### src/rtl/apb_initiator_bridge_if.sv
// Core-side request/response channel plus APB4 initiator pins for apb_initiator_bridge.
// master = bridge side, slave = core + APB peripheral side.
interface apb_initiator_bridge_if #(
   parameter int ADDR_W = 32,
   parameter int DATA_W = 32
);
   localparam int STRB_W = DATA_W / 8;

   logic              req_valid;
   logic              req_ready;
   logic [ADDR_W-1:0] req_addr;
   logic              req_write;
   logic [DATA_W-1:0] req_wdata;
   logic [STRB_W-1:0] req_wstrb;
   logic [2:0]        req_prot;
   logic              resp_valid;
   logic              resp_ready;
   logic [DATA_W-1:0] resp_rdata;
   logic              resp_err;
   logic [ADDR_W-1:0] out_paddr;
   logic              out_psel;
   logic              out_penable;
   logic [2:0]        out_pprot;
   logic              out_pwrite;
   logic [DATA_W-1:0] out_pwdata;
   logic [STRB_W-1:0] out_pstrb;
   logic              out_pready;
   logic [DATA_W-1:0] out_prdata;
   logic              out_pslverr;

   modport master (
      input  req_valid, req_addr, req_write, req_wdata, req_wstrb, req_prot, resp_ready,
             out_pready, out_prdata, out_pslverr,
      output req_ready, resp_valid, resp_rdata, resp_err,
             out_paddr, out_psel, out_penable, out_pprot, out_pwrite, out_pwdata, out_pstrb
   );

   modport slave (
      output req_valid, req_addr, req_write, req_wdata, req_wstrb, req_prot, resp_ready,
             out_pready, out_prdata, out_pslverr,
      input  req_ready, resp_valid, resp_rdata, resp_err,
             out_paddr, out_psel, out_penable, out_pprot, out_pwrite, out_pwdata, out_pstrb
   );
endinterface

### src/rtl/apb_initiator_bridge.sv
// Single-outstanding valid/ready -> APB4 initiator: SETUP/ACCESS sequencing with a
// pready watchdog; response carries rdata and pslverr/timeout error.
module apb_initiator_bridge #(
   parameter int          ADDR_W  = 32,
   parameter int          DATA_W  = 32,
   parameter int unsigned TIMEOUT = 1024
) (
   input  logic                   i_clk,
   input  logic                   i_rst,
   apb_initiator_bridge_if.master io_bus
);
   localparam int STRB_W = DATA_W / 8;
   localparam int CNT_W  = (TIMEOUT == 0) ? 1 : $clog2(TIMEOUT + 1);
   localparam logic [CNT_W-1:0] CNT_LAST = CNT_W'((TIMEOUT == 0) ? 0 : TIMEOUT - 1);
   localparam logic [CNT_W-1:0] CNT_MAX  = '1;

   typedef enum logic [1:0] {S_IDLE, S_SETUP, S_ACCESS, S_RESP} state_t;

   state_t            r_state;
   logic              r_psel;
   logic              r_penable;
   logic              r_pwrite;
   logic [ADDR_W-1:0] r_paddr;
   logic [DATA_W-1:0] r_pwdata;
   logic [STRB_W-1:0] r_pstrb;
   logic [2:0]        r_pprot;
   logic              r_resp_valid;
   logic [DATA_W-1:0] r_resp_rdata;
   logic              r_resp_err;
   logic [CNT_W-1:0]  r_cnt;
   logic              w_timeout;

   // r_cnt holds the number of wait cycles already seen, so the abort lands on ACCESS cycle TIMEOUT
   assign w_timeout = (TIMEOUT != 0) && (r_cnt == CNT_LAST);

   always_ff @(posedge i_clk or posedge i_rst) begin
      if (i_rst) begin
         r_state      <= S_IDLE;
         r_psel       <= 1'b0;
         r_penable    <= 1'b0;
         r_pwrite     <= 1'b0;
         r_paddr      <= '0;
         r_pwdata     <= '0;
         r_pstrb      <= '0;
         r_pprot      <= '0;
         r_resp_valid <= 1'b0;
         r_resp_rdata <= '0;
         r_resp_err   <= 1'b0;
         r_cnt        <= '0;
      end else begin
         case (r_state)
            S_IDLE: begin
               if (io_bus.req_valid) begin
                  r_paddr  <= io_bus.req_addr;
                  r_pwrite <= io_bus.req_write;
                  r_pwdata <= io_bus.req_wdata;
                  r_pprot  <= io_bus.req_prot;
                  // APB4: reads drive no strobes
                  r_pstrb  <= io_bus.req_write ? io_bus.req_wstrb : '0;
                  r_psel   <= 1'b1;
                  r_cnt    <= '0;
                  r_state  <= S_SETUP;
               end
            end
            S_SETUP: begin
               r_penable <= 1'b1;
               r_state   <= S_ACCESS;
            end
            S_ACCESS: begin
               if (io_bus.out_pready) begin
                  r_resp_rdata <= r_pwrite ? '0 : io_bus.out_prdata;
                  r_resp_err   <= io_bus.out_pslverr;
                  r_psel       <= 1'b0;
                  r_penable    <= 1'b0;
                  r_resp_valid <= 1'b1;
                  r_state      <= S_RESP;
               end else if (w_timeout) begin
                  r_resp_rdata <= '0;
                  r_resp_err   <= 1'b1;
                  r_psel       <= 1'b0;
                  r_penable    <= 1'b0;
                  r_resp_valid <= 1'b1;
                  r_state      <= S_RESP;
               end else if (r_cnt != CNT_MAX) begin
                  r_cnt <= r_cnt + 1'b1;
               end
            end
            S_RESP: begin
               if (io_bus.resp_ready) begin
                  r_resp_valid <= 1'b0;
                  r_state      <= S_IDLE;
               end
            end
            default: r_state <= S_IDLE;
         endcase
      end
   end

   assign io_bus.req_ready   = (r_state == S_IDLE);
   assign io_bus.resp_valid  = r_resp_valid;
   assign io_bus.resp_rdata  = r_resp_rdata;
   assign io_bus.resp_err    = r_resp_err;
   assign io_bus.out_paddr   = r_paddr;
   assign io_bus.out_psel    = r_psel;
   assign io_bus.out_penable = r_penable;
   assign io_bus.out_pprot   = r_pprot;
   assign io_bus.out_pwrite  = r_pwrite;
   assign io_bus.out_pwdata  = r_pwdata;
   assign io_bus.out_pstrb   = r_pstrb;
endmodule

### src/flat_wrapper.sv
// flat-port wrapper written by rule: the top's interface ports become plain ports
module apb_initiator_bridge_flat 
#(
   parameter int          ADDR_W  = 32,
   parameter int          DATA_W  = 32,
   parameter int unsigned TIMEOUT = 1024
)
  (i_clk, i_rst, io_bus_req_valid, io_bus_req_addr, io_bus_req_write, io_bus_req_wdata, io_bus_req_wstrb, io_bus_req_prot, io_bus_resp_ready, io_bus_out_pready, io_bus_out_prdata, io_bus_out_pslverr, io_bus_req_ready, io_bus_resp_valid, io_bus_resp_rdata, io_bus_resp_err, io_bus_out_paddr, io_bus_out_psel, io_bus_out_penable, io_bus_out_pprot, io_bus_out_pwrite, io_bus_out_pwdata, io_bus_out_pstrb);
  apb_initiator_bridge_if #(.ADDR_W(ADDR_W), .DATA_W(DATA_W)) io_bus_i ();
  input  logic i_clk;
  input  logic i_rst;
  input wire logic [$bits(io_bus_i.req_valid)-1:0] io_bus_req_valid;
  input wire logic [$bits(io_bus_i.req_addr)-1:0] io_bus_req_addr;
  input wire logic [$bits(io_bus_i.req_write)-1:0] io_bus_req_write;
  input wire logic [$bits(io_bus_i.req_wdata)-1:0] io_bus_req_wdata;
  input wire logic [$bits(io_bus_i.req_wstrb)-1:0] io_bus_req_wstrb;
  input wire logic [$bits(io_bus_i.req_prot)-1:0] io_bus_req_prot;
  input wire logic [$bits(io_bus_i.resp_ready)-1:0] io_bus_resp_ready;
  input wire logic [$bits(io_bus_i.out_pready)-1:0] io_bus_out_pready;
  input wire logic [$bits(io_bus_i.out_prdata)-1:0] io_bus_out_prdata;
  input wire logic [$bits(io_bus_i.out_pslverr)-1:0] io_bus_out_pslverr;
  output wire logic [$bits(io_bus_i.req_ready)-1:0] io_bus_req_ready;
  output wire logic [$bits(io_bus_i.resp_valid)-1:0] io_bus_resp_valid;
  output wire logic [$bits(io_bus_i.resp_rdata)-1:0] io_bus_resp_rdata;
  output wire logic [$bits(io_bus_i.resp_err)-1:0] io_bus_resp_err;
  output wire logic [$bits(io_bus_i.out_paddr)-1:0] io_bus_out_paddr;
  output wire logic [$bits(io_bus_i.out_psel)-1:0] io_bus_out_psel;
  output wire logic [$bits(io_bus_i.out_penable)-1:0] io_bus_out_penable;
  output wire logic [$bits(io_bus_i.out_pprot)-1:0] io_bus_out_pprot;
  output wire logic [$bits(io_bus_i.out_pwrite)-1:0] io_bus_out_pwrite;
  output wire logic [$bits(io_bus_i.out_pwdata)-1:0] io_bus_out_pwdata;
  output wire logic [$bits(io_bus_i.out_pstrb)-1:0] io_bus_out_pstrb;
  assign io_bus_i.req_valid = io_bus_req_valid;
  assign io_bus_i.req_addr = io_bus_req_addr;
  assign io_bus_i.req_write = io_bus_req_write;
  assign io_bus_i.req_wdata = io_bus_req_wdata;
  assign io_bus_i.req_wstrb = io_bus_req_wstrb;
  assign io_bus_i.req_prot = io_bus_req_prot;
  assign io_bus_i.resp_ready = io_bus_resp_ready;
  assign io_bus_i.out_pready = io_bus_out_pready;
  assign io_bus_i.out_prdata = io_bus_out_prdata;
  assign io_bus_i.out_pslverr = io_bus_out_pslverr;
  assign io_bus_req_ready = io_bus_i.req_ready;
  assign io_bus_resp_valid = io_bus_i.resp_valid;
  assign io_bus_resp_rdata = io_bus_i.resp_rdata;
  assign io_bus_resp_err = io_bus_i.resp_err;
  assign io_bus_out_paddr = io_bus_i.out_paddr;
  assign io_bus_out_psel = io_bus_i.out_psel;
  assign io_bus_out_penable = io_bus_i.out_penable;
  assign io_bus_out_pprot = io_bus_i.out_pprot;
  assign io_bus_out_pwrite = io_bus_i.out_pwrite;
  assign io_bus_out_pwdata = io_bus_i.out_pwdata;
  assign io_bus_out_pstrb = io_bus_i.out_pstrb;
  apb_initiator_bridge #(.ADDR_W(ADDR_W), .DATA_W(DATA_W), .TIMEOUT(TIMEOUT)) u_core (.i_clk(i_clk), .i_rst(i_rst), .io_bus(io_bus_i));
endmodule
### config.mk
export PLATFORM = sky130hd
export DESIGN_NAME = apb_initiator_bridge_flat
export DESIGN_NICKNAME = d
export VERILOG_FILES = /design/src/rtl/apb_initiator_bridge_if.sv /design/src/rtl/apb_initiator_bridge.sv /design/src/flat_wrapper.sv
export SDC_FILE = /design/constraint.sdc
export NUM_CORES = 1
export LEC_CHECK = 0
export BUFFER_PORTS_ARGS = -buffer_cell sky130_fd_sc_hd__buf_2
export CORE_UTILIZATION = 32
export CTS_CLUSTER_SIZE = 24
export DETAILED_ROUTE_END_ITERATION = 8
export SLEW_MARGIN = 20
export SYNTH_ARGS = -nofsm -noshare
export SYNTH_HDL_FRONTEND = slang
export SYNTH_SLANG_ARGS = --single-unit
### constraint.sdc
create_clock -name i_clk -period 4.6 [get_ports i_clk]
set_input_delay 0.23 -clock i_clk [delete_from_list [all_inputs] [get_ports i_clk]]
set_output_delay 0.23 -clock i_clk [all_outputs]
set_load 0.05 [all_outputs]
* After elaboration in Yosys (flattened, before gate mapping)
Cells that the tools add are included.
** Word-level totals
- Register bits after elaboration :: 121
- Output and inout bits :: 109
- Word-level logic and storage cells :: 60
- Input bits :: 110
** Cells by class
- Equal/unequal tests :: 11
- Reduce and logical (&&, ||, !) cells :: 12
- Add/subtract/negate cells :: 1
- Muxes and demuxes :: 24
** Operator list (count)
- $mux 32 :: 3
- $mux 11 :: 4
- $pmux 11 s2 :: 1
- $add 11x1->11 const B :: 1
- $eq 11x10->1 const B :: 1
- $ne 11x11->1 const B :: 1
- $reduce_and 3->1 :: 3
- $mux 2 :: 4
- $ne 2x2->1 const B :: 4
- $pmux 2 s4 :: 1
- $reduce_bool 2->1 :: 4
- $mux 1 :: 7
- $pmux 1 s2 :: 3
- $reduce_and 2->1 :: 3
- $reduce_and 5->1 :: 1
- $eq 2x2->1 const B :: 2
- $mux 4 :: 1
- $ne 3x2->1 const B :: 1
- $eq 2x1->1 const B :: 1
- $logic_not 2->1 :: 1
- $ne 2x1->1 const B :: 1

* Logic depth before layout (Yosys ltp)
- Depth in word-level cells :: 5
- Mapped depth :: 7
- Mapped depth without buffers :: 6

* Worst setup path before layout
OpenSTA, ideal clock, no wires.
- Path type :: register to register
- Start point :: register u_core.r_state[0]
- End point :: register u_core.r_paddr[0] (netlist: u_core.io_bus.out_paddr[0])
- Clock period less this slack :: 1.942 ns
- Path buffers :: 2
- Setup slack :: 2.658 ns
- Arrival time :: 1.817 ns
- Data required time :: 4.475 ns
- Stages on the path, launching flop included :: 7
- Setup time :: 0.125 ns
- Cell sequence :: dfrtp_1 -> inv_1 -> ha_1 -> nand2_1 -> buf_2 -> buf_2 -> mux2_2
** Between the ends
- Longest elaborated chain between the ends :: 2
** RTL lines
- from (decl) :: RTL line apb_initiator_bridge.sv:19 : state_t r_state;
- from (signal assigned) :: RTL line apb_initiator_bridge.sv:38 : r_state <= S_IDLE;
- from (signal assigned) :: RTL line apb_initiator_bridge.sv:62 : r_state <= S_SETUP;
- from (signal assigned) :: RTL line apb_initiator_bridge.sv:67 : r_state <= S_ACCESS;
- $logic_not 2->1
- net io_bus_req_ready :: RTL line flat_wrapper.sv:22 : output wire logic [$bits(io_bus_i.req_ready)-1:0] io_bus_req_ready;
- $reduce_and 2->1 (no line)
- to (signal assigned) :: RTL line apb_initiator_bridge.sv:54 : r_paddr <= io_bus.req_addr;
- to (decl) :: RTL line apb_initiator_bridge.sv:23 : logic [ADDR_W-1:0] r_paddr;
The timed path passes the listed nets, and every way through them passes these cells.
A chain may end at the register's enable or synchronous reset.

* Worst setup path after layout
- Start point :: register u_core.r_state[0]
- End point :: register u_core.r_pwdata[27] (netlist: u_core.io_bus.out_pwdata[27])
** Between the ends
- Longest elaborated chain between the ends :: 2
** RTL lines
- $logic_not 2->1 :: RTL line apb_initiator_bridge.sv:51 : case (r_state)
- $reduce_and 2->1 (no line)
- to (signal assigned) :: RTL line apb_initiator_bridge.sv:56 : r_pwdata <= io_bus.req_wdata;
- to (decl) :: RTL line apb_initiator_bridge.sv:24 : logic [DATA_W-1:0] r_pwdata;
Every way passes these cells.

==> results.sh <==
export IMPL_status="complete, but fails checks"
export IMPL_violations="design-rule violations, negative hold slack"
export IMPL_hold_buffers=0
export IMPL_grt_pass1_wl_um=19220
export IMPL_dieArea_sq_um=15620
export IMPL_gp_congestion=0.7909
export IMPL_reg2reg_depth=4
export IMPL_syn_inst=342
export IMPL_synth_compound_area_share_pct=11.71
export IMPL_layout_drive_gt1_share_pct=56.42
export IMPL_yosys_area_top_type="dfrtp_1"
export IMPL_synth_area_leaders="dfrtp_1, mux2_2, a22o_1"
export IMPL_clk_pin_slew_ps=50
export IMPL_clock_latency_ps=410
export IMPL_numPortBuffers=218
export IMPL_max_slew_margin_pct=34.53
export IMPL_maxSlewViolCount=0
export IMPL_cts_buffers=17
export IMPL_first_global_vias=3771
export IMPL_min_period_ps=2090
export IMPL_final_nets=679
export IMPL_syn_area_sq_um=4838
export IMPL_fin_setup_tns_ps=0
export IMPL_crit_path_max_fanout=76
export IMPL_crit_type="reg -> reg"
export IMPL_crit_required_ps=4880
export IMPL_synth_top_cell_area_share_pct=62.58
export IMPL_ys_types=43
export IMPL_first_iter_violations=236
export IMPL_diodes=0
export IMPL_cts_tree="built"
export IMPL_htreeDepth=4
export IMPL_chipHeight_um=125.0
export IMPL_yosys_area_share_adder_pct=1.293
export IMPL_async_flop_share_pct=100.0
export IMPL_clock_sinks=121
export IMPL_num_vias=3643
export IMPL_ys_warn_count=0
export IMPL_ys_seq_area_share_pct=62.58
export IMPL_antenna_found_initial=0
export IMPL_drc=31
export IMPL_finClkSkew_ps=9.483
export IMPL_ctsRootBufferMaster="clkbuf_16"
export IMPL_core_region_area_sq_um=14640
export IMPL_synth_top_family_by_area="multiplexers"
export IMPL_hold_class="in -> async"
export IMPL_via_per_inst=4.793
export IMPL_synth_mux_area_share_pct=16.45
export IMPL_start_util_pct=33.04
export IMPL_cp_start_kind="flop"
export IMPL_rsz0062_at_grt="no"
export IMPL_fin_crit_sh_pct=45.44
export IMPL_num_rows=44
export IMPL_setup_viol=0
export IMPL_hold_worst_slack_ps=-5.274
export IMPL_drtPass1Iterations=6
export IMPL_avgSynthCellArea_sq_um=14.15
export IMPL_ys_flop_type="dfrtp_1"
export IMPL_hold_violations=13
export IMPL_num_io_pins=219
export IMPL_postRouteWirelength_um=11830
export IMPL_clock_path_buffers=2
export IMPL_arrival_ps=2370
export IMPL_hpwl_um=8471
export IMPL_syn2layout_area_growth_pct=37.50
export IMPL_fmax_mhz=478.5
export IMPL_die_x_um=125.0
export IMPL_cts_resized=0
export IMPL_worst_pin_slew_ps=982.1
export IMPL_cts_setup_buffers=0
export IMPL_synth_enable_flop_cells=0
export IMPL_routedWlPerCell_um=15.57
export IMPL_synth_seq_cells=121
export IMPL_grt_max_degree=77
export IMPL_synth_xor_area_share_pct=0
export IMPL_grt_ovfl_total=0
export IMPL_yosys_area_share_simple_pct=5.301
export IMPL_grt_usage_pct=15.84
export IMPL_crit_path_end_kind="flop"
export IMPL_synth_nets=457
export IMPL_drv_cap=0
export IMPL_detail_route_antenna_nets=0
-- stage by stage --
stage                     util (%)  cell area [sq um]  setup WS (ps)  std cells
after floorplan                  -               4838           1156        342
after global placement       41.58               6088           2573        729
after detailed placement     41.58               6088           2513        729
after CTS                    45.43               6653           2489        760
after global routing         45.43               6653           2391        760
final                        45.43               6653           2510        760
-- synth_stat cells, types with 2 or more instances --
library cell,count
a31oi_1,10
o2111ai_1,3
and3_1,2
buf_2,10
dfrtp_1,121
a21oi_1,7
mux2i_1,3
inv_1,7
nor2_1,4
nor3_1,2
and2_1,2
buf_6,3
clkbuf_1,4
mux2_2,68
a21o_1,2
nand2_1,19
o21ai_0,8
ha_1,5
nand3_1,7
a22o_1,32
-- registers in the layout, summed over array words and instances, names as in the netlist --
| signal | count |
|---|---|
| u_core.r_cnt | 11 |
| u_core.io_bus.out_paddr | 32 |
| u_core.io_bus.out_pstrb | 4 |
| u_core.io_bus.out_psel | 1 |
| u_core.io_bus.out_penable | 1 |
| u_core.r_state | 2 |
| u_core.io_bus.out_pwrite | 1 |
| u_core.io_bus.out_pprot | 3 |
| u_core.io_bus.out_pwdata | 32 |
| u_core.io_bus.resp_err | 1 |
| u_core.io_bus.resp_rdata | 32 |
| u_core.io_bus.resp_valid | 1 |
-- metal layers --
layer | part of all wire (%) | vias up | track usage [%] | routed length (um)
met5 | 0 | - | 0 | 0
met4 | 2.3 | 0 | 8.106 | 273
met3 | 7.0 | 22 | 5.178 | 831
met2 | 50 | 151 | 25.67 | 5867
met1 | 41 | 1764 | 18.87 | 4862
li1 | - | 1706 | - | -
-- final cells by class --
cell class,instances,area [sq um]
Multi-Input combinational cell,196,1692
Inverter,8,32.53
Clock buffer,23,467.9
Sequential cell,121,3028
Tap cell,184,230.2
Clock inverter,8,96.34
Fill cell,1373,7991
Timing Repair Buffer,220,1106
-- logic make-up after synthesis --
family / count (synthesis)
DFF: 121
buffers and inverters: 25
and+or+nand+nor: 46
AOI/OAI and AO/OA: 74
adders and majority gates: 5
muxes: 71
-- path summary, 6_finish.rpt --
| kind | from | end | slack [ps] |
|---|---|---|---|
| max reg2reg | u_core.r_state[0] | u_core.io_bus.out_pwdata[27] | 2510 |
| min reg2reg | u_core.io_bus.out_pstrb[1] | u_core.io_bus.out_pstrb[1] | 470 |
| min | i_rst | u_core.r_cnt[6] | -5 |
| max in group asynchronous | i_rst | u_core.io_bus.out_pwdata[20] | 3420 |
| min in group i_clk | io_bus_req_addr[21] | u_core.io_bus.out_paddr[21] | 50 |
| max | u_core.r_state[0] | u_core.io_bus.out_pwdata[27] | 2510 |
-- cell usage in the layout, fill, tap and decap left out, types with 4 or more instances in the layout --
cell type and n:
ha_1 5, nand3_1 7, buf_2 218, inv_1 6
clkbuf_1 4, o21ai_0 8, a31oi_1 10, mux2_2 68
dfrtp_1 121, a22o_1 32, nand2_1 18, a21oi_1 7
clkbuf_16 17, clkinv_2 4
-- worst max-delay path: stages (launching register included) --
cell and delay [ps]:
dfrtp_1 380, inv_1 90, ha_1 290, nand2_4 670
mux2_2 430
Power is left out: the tool's default activity adds up to more than one toggle a clock period on the data nets, which glitch-free logic cannot reach.
